==> config.mk <==
export PLATFORM = sky130hd
export DESIGN_NAME = j1_encoder
export DESIGN_NICKNAME = d
export VERILOG_FILES = /design/src/rtl/j1_encoder.sv
export SDC_FILE = /design/constraint.sdc
export NUM_CORES = 1
export LEC_CHECK = 0
export BUFFER_PORTS_ARGS = -buffer_cell sky130_fd_sc_hd__clkbuf_2
export CORE_MARGIN = 3
export CORE_UTILIZATION = 37
export DETAILED_ROUTE_END_ITERATION = 8
export PLACE_DENSITY = 0.66
export SLEW_MARGIN = 20
export SYNTH_ARGS = -nofsm -noshare
export SYNTH_HDL_FRONTEND = slang
export SYNTH_SLANG_ARGS = --single-unit
==> constraint.sdc <==
create_clock -name clk -period 4.9 [get_ports clk]
set_input_delay 0.735 -clock clk [delete_from_list [all_inputs] [get_ports clk]]
set_output_delay 0.735 -clock clk [all_outputs]
set_load 0.005 [all_outputs]
==> src/rtl/j1_encoder.sv <==
// J1 instruction encoder: turns LIT/branch/CALL/ALU requests into 16-bit J1 words with program addresses.
// Optional two-word literal expansion is enabled by defining J1_ENCODER_LONGLIT_EN.
module j1_encoder #(
    parameter bit STRICT = 1'b1
) (
    input  logic        clk,
    input  logic        reset,
    input  logic        req_valid,
    output logic        req_ready,
    input  logic [2:0]  req_kind,
    input  logic [15:0] req_value,
    input  logic [12:0] req_alu,
    output logic        instr_valid,
    input  logic        instr_ready,
    output logic [15:0] instr,
    output logic [12:0] instr_addr,
    input  logic        base_we,
    input  logic [12:0] base_addr,
    output logic        err,
    output logic [1:0]  err_code
);

    typedef enum logic [1:0] {
        IDLE  = 2'd0,
        EMIT  = 2'd1
`ifdef J1_ENCODER_LONGLIT_EN
        , LONG1 = 2'd2
`endif
    } state_t;

    localparam logic [15:0] INV_T_WORD = 16'h6600;

    state_t      state_r;
    logic [12:0] addr_r;
    logic        accept_s;
    logic [15:0] enc_word_s;
    logic [1:0]  enc_code_s;
`ifdef J1_ENCODER_LONGLIT_EN
    logic        enc_long_s;
`endif

    // Request can be taken when nothing is held, or the held word leaves this cycle.
    always_comb begin
        req_ready = 1'b0;
        if (reset) begin
            req_ready = 1'b0;
        end else if (state_r == IDLE) begin
            req_ready = 1'b1;
        end else if (state_r == EMIT) begin
            req_ready = instr_ready;
        end else begin
            req_ready = 1'b0;
        end
    end

    assign accept_s = req_valid & req_ready;

    // Encode the incoming request; enc_code_s != 0 marks a rejected request.
    always_comb begin
        enc_word_s = 16'h0000;
        enc_code_s = 2'd0;
`ifdef J1_ENCODER_LONGLIT_EN
        enc_long_s = 1'b0;
`endif
        case (req_kind)
            3'd0: begin
                if (req_value[15]) begin
`ifdef J1_ENCODER_LONGLIT_EN
                    enc_word_s = {1'b1, ~req_value[14:0]};
                    enc_long_s = 1'b1;
`else
                    enc_code_s = 2'd3;
`endif
                end else begin
                    enc_word_s = {1'b1, req_value[14:0]};
                end
            end
            3'd1, 3'd2, 3'd3: begin
                // Branch tags 000/001/010 are simply kind minus one.
                if (req_value[15:13] != 3'b000) begin
                    enc_code_s = 2'd1;
                end else begin
                    enc_word_s = {req_kind - 3'd1, req_value[12:0]};
                end
            end
            3'd4: begin
                if (STRICT && req_alu[4]) begin
                    enc_code_s = 2'd2;
                end else begin
                    enc_word_s = {3'b011, req_alu};
                end
            end
            default: begin
                enc_code_s = 2'd2;
            end
        endcase
    end

    // Output word, address counter and error pulse state machine.
    always_ff @(posedge clk or posedge reset) begin
        if (reset) begin
            state_r     <= IDLE;
            addr_r      <= 13'd0;
            instr_valid <= 1'b0;
            instr       <= 16'h0000;
            instr_addr  <= 13'd0;
            err         <= 1'b0;
            err_code    <= 2'd0;
        end else begin
            err <= 1'b0;
            if (accept_s) begin
                if (enc_code_s != 2'd0) begin
                    err         <= 1'b1;
                    err_code    <= enc_code_s;
                    instr_valid <= 1'b0;
                    state_r     <= IDLE;
                end else begin
                    instr       <= enc_word_s;
                    instr_addr  <= addr_r;
                    addr_r      <= addr_r + 13'd1;
                    instr_valid <= 1'b1;
`ifdef J1_ENCODER_LONGLIT_EN
                    state_r     <= enc_long_s ? LONG1 : EMIT;
`else
                    state_r     <= EMIT;
`endif
                end
            end else begin
                case (state_r)
                    IDLE: begin
                        if (base_we && !instr_valid) begin
                            addr_r <= base_addr;
                        end
                    end
                    EMIT: begin
                        if (instr_ready) begin
                            instr_valid <= 1'b0;
                            state_r     <= IDLE;
                        end
                    end
`ifdef J1_ENCODER_LONGLIT_EN
                    LONG1: begin
                        // Second word of a long literal inverts T to restore bit 15.
                        if (instr_ready) begin
                            instr      <= INV_T_WORD;
                            instr_addr <= addr_r;
                            addr_r     <= addr_r + 13'd1;
                            state_r    <= EMIT;
                        end
                    end
`endif
                    default: begin
                        instr_valid <= 1'b0;
                        state_r     <= IDLE;
                    end
                endcase
            end
        end
    end

endmodule

### Word level (Yosys, flattened, before mapping)

Index checks and enable logic that the tools add are counted.

* add/sub/neg operators: 2
* eq/ne operators: 8
* multiplexer cells: 25
* bitwise logic cells: 2
* reduce and logical (&&, ||, !) cells: 13

Operators with widths (count)
* 13-bit 2-to-1 mux: 4
* 16-bit case mux with 3 select lines: 1
* 16-bit 2-to-1 mux: 2
* 15-bit 2-to-1 mux: 1
* 13-bit by 1-bit adder with 13-bit output, second input constant: 1
* 1-bit 2-to-1 mux: 10
* 2-bit 2-to-1 mux: 4
* 3-bit by 2-bit == test with 1-bit output, second input constant: 2
* 2-bit case mux with 3 select lines: 1
* 2-bit AND reduction: 3
* 2-bit nonzero test: 3
* 2-bit != test, second input constant: 2
* 2-bit case mux with 2 select lines: 1
* 3-bit by 1-bit == test with 1-bit output, second input constant: 1
* 3-bit == test, second input constant: 1
* 3-bit zero test: 1
* 3-bit != test, second input constant: 1
* 3-bit AND reduction: 1
* 3-bit nonzero test: 1
* 3-bit OR reduction: 1
* 3-bit by 1-bit subtractor with 3-bit output, second input constant: 1
* 2-bit by 1-bit == test with 1-bit output, second input constant: 1
* 2-bit zero test: 1
* 1-bit case mux with 2 select lines: 1
* other kinds (4): 4

* register bits after elaboration: 48
* input port bits: 50
* output and inout bits: 34
* word-level logic and storage cells: 57

### Longest topological paths before layout

* depth in word-level cells: 7
* depth in mapped cells: 11
* mapped depth without buffers: 8

### Worst setup path after synthesis

OpenSTA, ideal clock, no wires.

* path type: input -> output
* start: in reset
* end: out req_ready
* data arrival time: 1.969 ns
* required time: 4.165 ns
* path slack: 2.196 ns
* stages on the path: 2
* path buffers: 0
* path through: inv_1 and2_1

* word-level cells in the longest chain between the ends: 1

Ends and longest elaborated chain
* from (decl): RTL line 7 `input logic reset,`
* 1-bit 2-to-1 mux: RTL line 45 `if (reset) begin`
* to (decl): RTL line 9 `output logic req_ready,`

No other way between the ends.

### Worst setup path in the final report

* start: in req_kind[0]
* end: reg addr_r[4]

* word-level cells in the longest chain between the ends: 6
* elaborated cells between the ends (all ways): 10
* classes of those cells: 5 x eq/ne; 1 x mux; 4 x reduce/logical

Ends and longest elaborated chain
* from (decl): RTL line 10 `input logic [2:0] req_kind,`
* 3-bit by 1-bit == test with 1-bit output or 3-bit by 2-bit == test with 1-bit output (tied branches): RTL line 65 `case (req_kind)`
* 3-bit OR reduction: RTL line 65
* 2-bit case mux with 3 select lines (*): RTL line 65
* 2-bit nonzero test (*): RTL line 112 `if (enc_code_s != 2'd0) begin`
* 2-bit != test (no source line) (*)
* 3-bit AND reduction (no source line) (*)
* to (signal assigned): RTL line 120 `addr_r <= addr_r + 13'd1;`
* to (signal assigned): RTL line 132 `addr_r <= base_addr;`
* to (decl): RTL line 34 `logic [12:0] addr_r;`

Mark *: on every way between the ends. The rest lies on a longest branch, timed or not.
A chain may end at the register's enable or synchronous reset.

==> impl_metrics.json <==
{
  "slew_headroom_pct": 46.23,
  "finish.instance_area_um2": 2969,
  "ys_ff_latch": 46,
  "dieHeight_um": 85.74,
  "critical_path_class": "in2reg",
  "numPortBuffers": 83,
  "rrSetupSlack_ns": 2.73,
  "rows": 28,
  "total_power_mw": 1.117,
  "clk_path_buf_depth": 2,
  "synth_nets": 290,
  "tns_ns": 0,
  "drt_iter0_drc": 142,
  "internal-power_mw": 0.8119,
  "ff_latch_area_um2": 1151,
  "routabilityCongestion": 0.7727,
  "peakVddDrop_mv": 0.2203,
  "setup-violations-final": 0,
  "synthCells": 234,
  "power_switching_share_pct": 27.34,
  "post-route-period-util_pct": 56.97,
  "min_period_ns": 2.791,
  "drc": 0,
  "postRouteAntennaNets": 0,
  "antenna_found_initial": 0,
  "fill_cells": 573,
  "yosysUniqueCellTypes": 41,
  "crit_chain": "clkbuf_2 -> inv_1 -> ha_1 -> and3b_1 -> a21o_1 -> or3_1 -> inv_6 -> nor2_2 -> o221a_2",
  "pwr-share-clk_pct": 31.0,
  "pre_cts_slack_ns": 1.671,
  "wire_per_inst_um": 14.74,
  "firstDrtPassIters": 4,
  "vias": 2079,
  "max-cap-violations": 0,
  "final.setup.worst_slack_ns": 2.109,
  "synth_edf_count": 0,
  "powerDensity_nw_per_um2": 376.3,
  "place_area_um2": 2798,
  "worst_slew_pin_slew_ns": 0.8056,
  "hold_violations": 0,
  "clkSlewWorstSetupHoldPaths_ns": 0.09,
  "cp.required_ns": 5.15,
  "grt_pass1_vias": 1924,
  "grt_max_degree": 48,
  "timing.hold.ws_ns": 0.4897,
  "antennaDiodeCount": 0,
  "cts_buffers": 5,
  "async_reset_ff_share_pct": 100.0,
  "critPathMaxStageDelay_ns": 0.52,
  "yosysWarnings": 0,
  "clk_root_buffer_cell": "clkbuf_8",
  "fmax_mhz": 358.3,
  "finClkSkew_ns": 0.005735,
  "setup.worst_path.start_class": "primary input",
  "drive_gt1_share_pct": 37.78,
  "ys_seq_area_share_pct": 48.94,
  "gr-usage-all-layers_pct": 16.09,
  "overflow": 0,
  "endpoint_kind": "flop",
  "cts_sinks": 46,
  "netlist_area_um2": 2352,
  "wl_um": 5748,
  "hpwl_um": 4137,
  "pwr-share-comb_pct": 22.7,
  "slew_violations": 0,
  "dieArea_um2": 7350,
  "avgSynthCellArea_um2": 10.05,
  "cts_setup_buffers": 0,
  "area_growth_syn_to_layout_pct": 26.22,
  "post_cts_resized": 0,
  "timing.critical_path.arrival_ns": 3.04,
  "layout.nets": 370,
  "power_switching_mw": 0.3055,
  "pin_count": 84,
  "core_um2": 6026,
  "crit_family": "simple AND/OR/NAND/NOR gates",
  "multi_input_area_um2": 1102,
  "hold_class": "reg2reg",
  "crit_buf_inv": 3,
  "grt_pass1_wl_um": 9384,
  "power_leakage_nw": 1.428,
  "cts_tree": "built",
  "cpMaxStageDelayCell": "and3b_1",
  "insertion_delay_ns": 0.30,
  "rsz0062_at_grt": "false",
  "synth-main-ff-cell": "dfrtp_1",
  "hold_buffers": 0,
  "status": "completed",
  "dieWidth_um": 85.74,
  "cts.htree.levels": 2,
  "power.share.sequential_pct": 46.3,
  "start_util_pct": 39.04,
  "worstPathMaxFanout": 15,
  "viasPerCell": 5.331
}
layout make-up:
type	instances	share of cell area, %
sequential	46	38.77
multi-input combinational	170	37.13
timing repair buffer	85	15.17
tap	75	3.161
clock buffer	6	2.781
clock inverter	2	2.023
inverter	6	0.9692
worst min-delay path, stage by stage (launching register included):
cell,delay [ns]
dfrtp_1,0.35
nand2_1,0.05
o21ai_0,0.06
power groups by stage:
stage	clock network, mW	registers (mW)	logic (mW)
4_1_cts	0.353	0.517	0.256
6_report	0.346	0.517	0.254
5_1_grt	0.377	0.530	0.284
2_1_floorplan	0	0.520	0.141
3_5_place_dp	0	0.525	0.256
3_3_place_gp	0	0.523	0.249
cells in the final DEF (no fill, tap or decap), types with 3 or more instances in the layout:
cell type / instances
a31oi_1: 7
and2_1: 3
nand3_1: 4
a21oi_1: 13
nand4_1: 4
clkbuf_8: 6
or3_1: 3
ha_1: 6
dfrtp_1: 46
nor3_1: 6
inv_1: 4
nor2_1: 5
clkbuf_2: 83
a2bb2oi_1: 5
o21ai_0: 27
mux2_2: 14
a22oi_1: 12
nand2_1: 32
layer usage:
metal	vias to the layer above	GRT usage [%]	share of wire, %
li1	1021	-	-
met1	981	21.90	45
met2	73	24.72	47
met3	4	5.476	7.8
met4	0	4.029	0.59
met5	-	0	0
synth_stat cells (all sizes together) (3+ instances only):
master | n | area share (%)
a211oi | 3 | 1.2
a21oi | 13 | 2.8
a22oi | 12 | 3.8
a2bb2oi | 5 | 1.9
a31oi | 7 | 1.9
and2 | 3 | 0.80
buf | 5 | 2.2
clkbuf | 7 | 1.1
dfrtp | 46 | 49
ha | 6 | 3.2
inv | 6 | 1.2
mux2 | 14 | 6.7
nand2 | 32 | 5.1
nand3 | 4 | 0.85
nand4 | 4 | 1.1
nor2 | 6 | 1.1
nor3 | 7 | 1.7
o21ai | 30 | 6.7
or3 | 3 | 0.80
flip-flops by register name, summed over array words and instances (netlist names):
name,flops
addr_r,13
instr_addr,13
instr,16
err,1
state_r,1
err_code,2
final timing paths:
path	start	end	depth (start not counted)
min in group asynchronous	reset	instr[4]$_DFFE_PP0P_	2
max	req_kind[0]	addr_r[4]$_DFFE_PP0P_	9
min	instr[5]$_DFFE_PP0P_	instr[5]$_DFFE_PP0P_	2
max in group asynchronous	reset	instr[14]$_DFFE_PP0P_	2
min reg2reg	instr[5]$_DFFE_PP0P_	instr[5]$_DFFE_PP0P_	2
max reg2reg	state_r[0]$_DFFE_PP0P_	addr_r[4]$_DFFE_PP0P_	6
logic make-up after synthesis:
group	count (synthesis)	share of synthesized area, %
AO/OA/AOI/OAI	79	21.49
AND/OR/NAND/NOR	71	15.16
flip-flops	46	48.94
buffers and inverters	18	4.522
multiplexers	14	6.702
adder cells (fa/ha/maj)	6	3.191
metrics by stage:
step,util (%),instances
detailed placement,46.43,381
global placement,46.43,381
floorplan,-,234
CTS,48.80,389
finish,49.27,390
global route,49.27,390
(Power assumes the default switching activity.)
